`src/rtl/timer_prescale_ctrl.sv`:
```
// timer_prescale_ctrl: prescaled tick-enable timer with compare match, one-shot/auto-reload and irq (optional capture via TIMER_CAPTURE_EN)
module timer_prescale_ctrl #(
  parameter int WIDTH   = 32,
  parameter int PS_BITS = 32
) (
  input  logic        clk,
  input  logic        rst,
  input  logic        wr_en,
  input  logic [2:0]  addr,
  input  logic [31:0] wdata,
`ifdef TIMER_CAPTURE_EN
  input  logic        capture_in,
`endif
  output logic [31:0] rdata,
  output logic        irq,
  output logic        tick,
  output logic        running
);
  localparam logic [1:0] S_IDLE = 2'd0;
  localparam logic [1:0] S_RUN  = 2'd1;
  localparam logic [1:0] S_DONE = 2'd2;

  logic [PS_BITS-1:0] r_ps;
  logic               r_tap_d;
  logic               r_en;
  logic               r_auto;
  logic [4:0]         r_sel;
  logic               r_irq_en;
  logic [WIDTH-1:0]   r_compare;
  logic [WIDTH-1:0]   r_count;
  logic               r_match;
  logic [1:0]         r_state;

  logic        w_ctrl_wr;
  logic        w_cmp_wr;
  logic        w_cnt_wr;
  logic        w_sts_wr;
  logic        w_tap;
  logic        w_hit;
  logic        w_match;
  logic        w_cap_flag;
  logic [31:0] w_capture;

  assign w_ctrl_wr = wr_en && addr == 3'd0;
  assign w_cmp_wr  = wr_en && addr == 3'd1;
  assign w_cnt_wr  = wr_en && addr == 3'd2;
  assign w_sts_wr  = wr_en && addr == 3'd3;
  assign w_tap     = r_ps[r_sel];
  assign tick      = w_tap & ~r_tap_d & (r_state == S_RUN) & ~w_ctrl_wr;
  assign w_hit     = r_count == r_compare;
  assign w_match   = tick & w_hit;
  assign running   = r_state == S_RUN;
  assign irq       = (r_match | w_cap_flag) & r_irq_en;

  // free-running prescaler, restarted by every CTRL write so the first tick lands 2^sel cycles later
  always_ff @(posedge clk) begin
    if (rst || w_ctrl_wr) begin
      r_ps    <= '0;
      r_tap_d <= 1'b0;
    end else begin
      r_ps    <= r_ps + 1'b1;
      r_tap_d <= w_tap;
    end
  end

  // control fields and run state; a one-shot match drops enable and parks in DONE
  always_ff @(posedge clk) begin
    if (rst) begin
      r_en     <= 1'b0;
      r_auto   <= 1'b0;
      r_sel    <= '0;
      r_irq_en <= 1'b0;
      r_state  <= S_IDLE;
    end else if (w_ctrl_wr) begin
      r_en     <= wdata[0];
      r_auto   <= wdata[1];
      r_sel    <= wdata[6:2];
      r_irq_en <= wdata[7];
      r_state  <= wdata[0] ? S_RUN : S_IDLE;
    end else if (w_match && !r_auto) begin
      r_en    <= 1'b0;
      r_state <= S_DONE;
    end
  end

  // compare register
  always_ff @(posedge clk) begin
    if (rst) r_compare <= '1;
    else if (w_cmp_wr) r_compare <= wdata[WIDTH-1:0];
  end

  // counter: a software load beats a simultaneous tick
  always_ff @(posedge clk) begin
    if (rst) r_count <= '0;
    else if (w_cnt_wr) r_count <= wdata[WIDTH-1:0];
    else if (tick) r_count <= w_hit ? (r_auto ? '0 : r_count) : r_count + 1'b1;
  end

  // match flag: a new match wins over a same-cycle write-1-to-clear
  always_ff @(posedge clk) begin
    if (rst) r_match <= 1'b0;
    else if (w_match) r_match <= 1'b1;
    else if (w_sts_wr && wdata[0]) r_match <= 1'b0;
  end

`ifdef TIMER_CAPTURE_EN
  logic [1:0]       r_cap_hist;
  logic [WIDTH-1:0] r_capture;
  logic             r_cap_flag;
  logic             w_cap_edge;

  assign w_cap_edge = r_cap_hist[0] & ~r_cap_hist[1];
  assign w_cap_flag = r_cap_flag;
  assign w_capture  = 32'(r_capture);

  // capture edge history; snapshot takes the pre-increment count, set wins over clear
  always_ff @(posedge clk) begin
    if (rst) begin
      r_cap_hist <= '0;
      r_capture  <= '0;
      r_cap_flag <= 1'b0;
    end else begin
      r_cap_hist <= {r_cap_hist[0], capture_in};
      if (w_cap_edge && r_state == S_RUN) begin
        r_capture  <= r_count;
        r_cap_flag <= 1'b1;
      end else if (w_sts_wr && wdata[1]) r_cap_flag <= 1'b0;
    end
  end
`else
  assign w_cap_flag = 1'b0;
  assign w_capture  = '0;
`endif

  assign rdata = addr == 3'd0 ? {24'd0, r_irq_en, r_sel, r_auto, r_en} :
                 addr == 3'd1 ? 32'(r_compare) :
                 addr == 3'd2 ? 32'(r_count) :
                 addr == 3'd3 ? {30'd0, w_cap_flag, r_match} :
                 addr == 3'd4 ? w_capture : '0;
endmodule
```
`config.mk`:
```
export PLATFORM = sky130hd
export DESIGN_NAME = timer_prescale_ctrl
export DESIGN_NICKNAME = d
export VERILOG_FILES = /design/src/rtl/timer_prescale_ctrl.sv
export SDC_FILE = /design/constraint.sdc
export NUM_CORES = 1
export LEC_CHECK = 0
export ABC_AREA = 1
export BUFFER_PORTS_ARGS = -buffer_cell sky130_fd_sc_hd__buf_2
export CAP_MARGIN = 15
export CORE_ASPECT_RATIO = 1.4
export CORE_MARGIN = 2
export CORE_UTILIZATION = 55
export DETAILED_ROUTE_END_ITERATION = 7
export PLACE_DENSITY_LB_ADDON = 0.12
export SLEW_MARGIN = 40
export SYNTH_ARGS = -nofsm -noshare
export SYNTH_HDL_FRONTEND = slang
export SYNTH_SLANG_ARGS = --single-unit
```
`constraint.sdc`:
```
create_clock -name clk -period 2.9 [get_ports clk]
set_clock_uncertainty 0.05 [all_clocks]
set_input_delay 0.435 -clock clk [delete_from_list [all_inputs] [get_ports clk]]
set_output_delay 0.435 -clock clk [all_outputs]
set_load 0.005 [all_outputs]
```
* Yosys cells after proc, flatten, opt, wreduce, memory -nomap -nowiden
Index checks and enable logic that the tools add are counted.
** Operators by class
- Add/subtract/negate cells :: 2
- $lt $le $gt $ge :: 1
- Eq/ne operators :: 6
- Muxes and demuxes :: 17
- Bitwise gates (word level) :: 7
- Reduce and logical (&&, ||, !) cells :: 13
** Operators with widths (number)
- 32-bit 2-to-1 mux :: 7
- 32-bit by 1-bit adder with 32-bit output, second input constant :: 2
- 32-bit equality test :: 1
- 1-bit 2-to-1 mux :: 7
- 3-bit by 2-bit equality test with 1-bit output, second input constant :: 2
- 1-bit logical AND :: 6
- 5-bit by 6-bit < comparator with 1-bit output, second input constant :: 1
- 2-bit nonzero test :: 3
- 1-bit AND :: 5
- 1-bit binary-select mux with 5-bit select :: 1
- 2-bit 2-to-1 mux :: 2
- 3-bit by 1-bit equality test with 1-bit output, second input constant :: 1
- 3-bit logical NOT :: 1
- 3-bit inequality test, second input constant :: 1
- 2-bit by 1-bit equality test with 1-bit output, second input constant :: 1
- 1-bit inverter :: 2
- 2-bit AND reduction :: 1
- 1-bit logical NOT :: 1
- 1-bit logical OR :: 1
** Word-level totals
- Bits in registers :: 108
- Input port bits :: 38
- Logic and storage cells :: 56

* Longest topological paths before layout
- Depth in word-level cells :: 9
- Gate-level depth with buffers :: 17
- Depth with buffers taken out :: 14

* Worst setup path before layout
No wires, ideal clock.
- Kind :: input -> register
- Start :: input port addr[0]
- End :: register r_count[20]
- Arrival :: 1.631 ns
- Required time :: 2.707 ns
- Setup slack :: 1.076 ns
- Stages :: 11
- Path buffers :: 2
- Path through :: or2_4 -> nor2_4 -> nand2_2 -> nand3_1 -> inv_1 -> nand3_2 -> nand2_2 -> buf_6 -> buf_6 -> nand3_2 -> a21oi_2
** On the way
- Longest elaborated chain between the ends :: 6
** Ends and longest elaborated chain
- start, declared :: line 9 : input logic [2:0] addr,
- 3-bit logical NOT :: line 44 : assign w_ctrl_wr = wr_en && addr == 3'd0;
- 1-bit logical AND :: line 44
- 1-bit inverter :: line 49 : assign tick = w_tap & ~r_tap_d & (r_state == S_RUN) & ~w_ctrl_wr;
- 1-bit AND :: line 49
- 2-bit nonzero test (no source line)
- 2-bit AND reduction (no source line)
- end signal, assigned :: line 95 : else if (w_cnt_wr) r_count <= wdata[WIDTH-1:0];
- end signal, assigned :: line 96 : else if (tick) r_count <= w_hit ? (r_auto ? '0 : r_count) : r_count + 1'b1;
- end, declared :: line 30 : logic [WIDTH-1:0] r_count;
Parallel ways exist; a longest one is shown, timed or not.
A chain may end at the register's enable or synchronous reset.

* Final worst setup path
- Start :: register r_sel[0]
- End :: output port tick
** On the way
- Longest elaborated chain between the ends :: 5
** Ends and longest elaborated chain
- start, declared :: line 27 : logic [4:0] r_sel;
- start signal, assigned :: line 77 : r_sel <= wdata[6:2];
- 1-bit binary-select mux with 5-bit select :: line 48 : assign w_tap = r_ps[r_sel];
- 1-bit 2-to-1 mux (implied by the code) :: line 48
- 1-bit AND (3 in series) :: line 49
- end, declared :: line 16 : output logic tick,
Every way passes these cells. The select of a mux whose other input is x is not followed.

==> qor.csv <==
metric,value,unit
max_cap_viol_count,0,
synth-seq-cells,107,
synth_edf_count,0,
grt_overflow,0,
grt_pass1_vias,7011,
synth_top_family_by_area,simple AND/OR/NAND/NOR gates,
wl,20.97,mm
synth_cells,1147,
crit_family,flip-flops,
synth.area.top_cells,"dfxtp_1, nand2_1, nand3_1",
cts_buffers,9,
syn2layout_area_growth,9.827,%
rows,49,
avgRoutedWirePerCell,15.54,um
setup_viol,0,
die_width,100.5,um
grt_max_degree,33,
post_cts_resized,0,
diodes,0,
cp.required,2.41,ns
initial_core_util,55.94,%
synthMuxAreaShare,0,%
die_area,0.01398,sq mm
synthDistinctLibCells,47,
hold_class,in2reg,
vdd_drop_max,0.2470,mV
dp_hpwl,15.53,mm
status,finished clean,
synth_xor_area_share,4.521,%
fmax,377.7,MHz
cp_num_buf_inv,3,
final_common_cell,nand2_1,
synth_ff_type,dfxtp_1,
ant_nets,0,
drc,0,
cts.htree.levels,3,
tns,0,ns
layout_min_cycle_time,2.647,ns
yosys_warnings,0,
synthArstFlopShare,0,%
dr.pass1.iters,5,
netlist.area_leader.share,29.88,%
gp_congestion,0.9634,
design.core.area,0.01281,sq mm
num_vias,7374,
synth_top_area_cell,dfxtp_1,
nNetsFinal,1231,
root_buffer,clkbuf_16,
arrival,2.16,ns
yosys.area_share.adder,0.3491,%
worst-setup-path-type,reg2out,
slowest_stage,dfxtp_1,
end_kind,output pin,
cts_hold_buf,0,
clk_path_buf_depth,2,
grt_usage,30.63,%
drt_first_iter_violations,472,
io_pins,73,
drive_above_1_share,14.46,%
seq_area_frac_synth,29.88,%
max_stage_delay,0.80,ns
max-slew-margin-rel,50.65,%
start_kind,register,
fin_cells,1349,
worstMarginPinSlew,0.7393,ns
via_per_inst,5.466,
final_cell_mix,"nand2_1, nand3_1, inv_1, dfxtp_1, nor2_1",
powerDensity,384.6,mW/mm^2
worstSkewPairLatency,0.36,ns
cts_setup_buffers,0,
antenna_found_initial,0,
synth_nets,1187,
cts_tree,yes,
syn_area,0.007168,sq mm
dieHeight,139.1,um
cts_num_sinks,107,
synth-compound-area-share,10.42,%
clk_pin_slew,0.07,ns
dp_cells,1333,
crit_chain,"inv_6, nand2_1, nand3_1, nand3_1, nand2_1, nand2_1, nand3_1, nand3_2, inv_1, buf_2",
io_buffers,72,
synthSimpleGateAreaFrac,43.88,%
power_leakage,3.362,nW
grt_pass1_wl,34.10,mm
holdWs,0.2482,ns
hold_viol,0,
rsz0062_at_grt,no,
finalCritPeriodShare,91.29,%
slew_violations,0,
synth.avg_cell_area,6.249,sq um
worst-path-max-fanout,18,
## flip-flops by register name, indices dropped and copies added, names as in the netlist
register   cells
r_compare     32
r_count       32
r_ps          32
r_sel          5
r_state        2
r_auto         1
r_irq_en       1
r_match        1
r_tap_d        1
## logic make-up after synthesis
family / after synthesis
compound gates: 119
fa+ha+maj: 2
flops: 107
simple gates: 700
buf+inv: 182
xor+xnor: 37
## metal layers
layer  vias up  global-route usage (%)  routed length [um]
met5         -                       0                   0
met4         0                   17.09                1040
met3        66                   4.788                1032
met2       225                   56.38               11100
met1      3320                   32.36                7793
li1       3763                       -                   -
## power breakdown
part / switching [mW] / internal, mW
combinational: 0.180 / 0.100
sequential: 0.0299 / 1.50
clock: 0.567 / 0.655
total: 0.777 / 2.25
## layout make-up
class | count | area, sq um
Clock buffer | 13 | 270.3
Clock inverter | 3 | 21.27
Fill cell | 1277 | 4941
Inverter | 128 | 488.0
Multi-Input combinational cell | 858 | 4249
Sequential cell | 107 | 2142
Tap cell | 153 | 191.4
Timing Repair Buffer | 87 | 510.5
## cells in the mapped netlist (8+ instances only)
library cell,instances
a21oi_1,42
a21oi_2,10
buf_1,10
buf_2,14
clkbuf_1,17
dfxtp_1,107
inv_1,118
inv_2,8
nand2_1,380
nand3_1,134
nand3_2,24
nor2_1,99
nor3_1,16
o211ai_1,20
o21ai_0,21
o22ai_1,14
xnor2_1,18
xor2_1,19
## per-stage QoR
step	cell area, sq um	util [%]	total power [mW]	setup WS (ns)
floorplan	7168	-	1.730	1.076
global placement	7581	59.16	1.836	0.4847
detailed placement	7581	59.16	1.839	0.4137
CTS	7873	61.44	3.044	0.2749
global route	7873	61.44	3.134	0.04117
finish	7873	61.44	3.028	0.2525
## worst reg2reg max path, delay by kind of cell (launching register included)
| kind | cells | cell delay, ns |
|---|---|---|
| adder cells (fa/ha/maj) | 1 | 0.29 |
| flip-flops | 1 | 0.62 |
| AND/OR/NAND/NOR | 9 | 1.32 |
| AO/OA/AOI/OAI | 1 | 0.16 |
## path summary, 6_finish.rpt
check                                from                          to  slack, ns  cells after the start
hold reg to reg        r_ps[0]$_SDFF_PP0_          r_ps[0]$_SDFF_PP0_       0.44                      1
setup reg to reg  r_count[0]$_SDFFE_PP0P_    r_count[30]$_SDFFE_PP0P_       0.39                     11
setup / recovery    r_sel[0]$_SDFFE_PP0P_                        tick       0.25                     10
hold / removal                  wdata[30]  r_compare[30]$_SDFFE_PP1P_       0.25                      3
No activity file was read; power rests on OpenSTA's default activity.
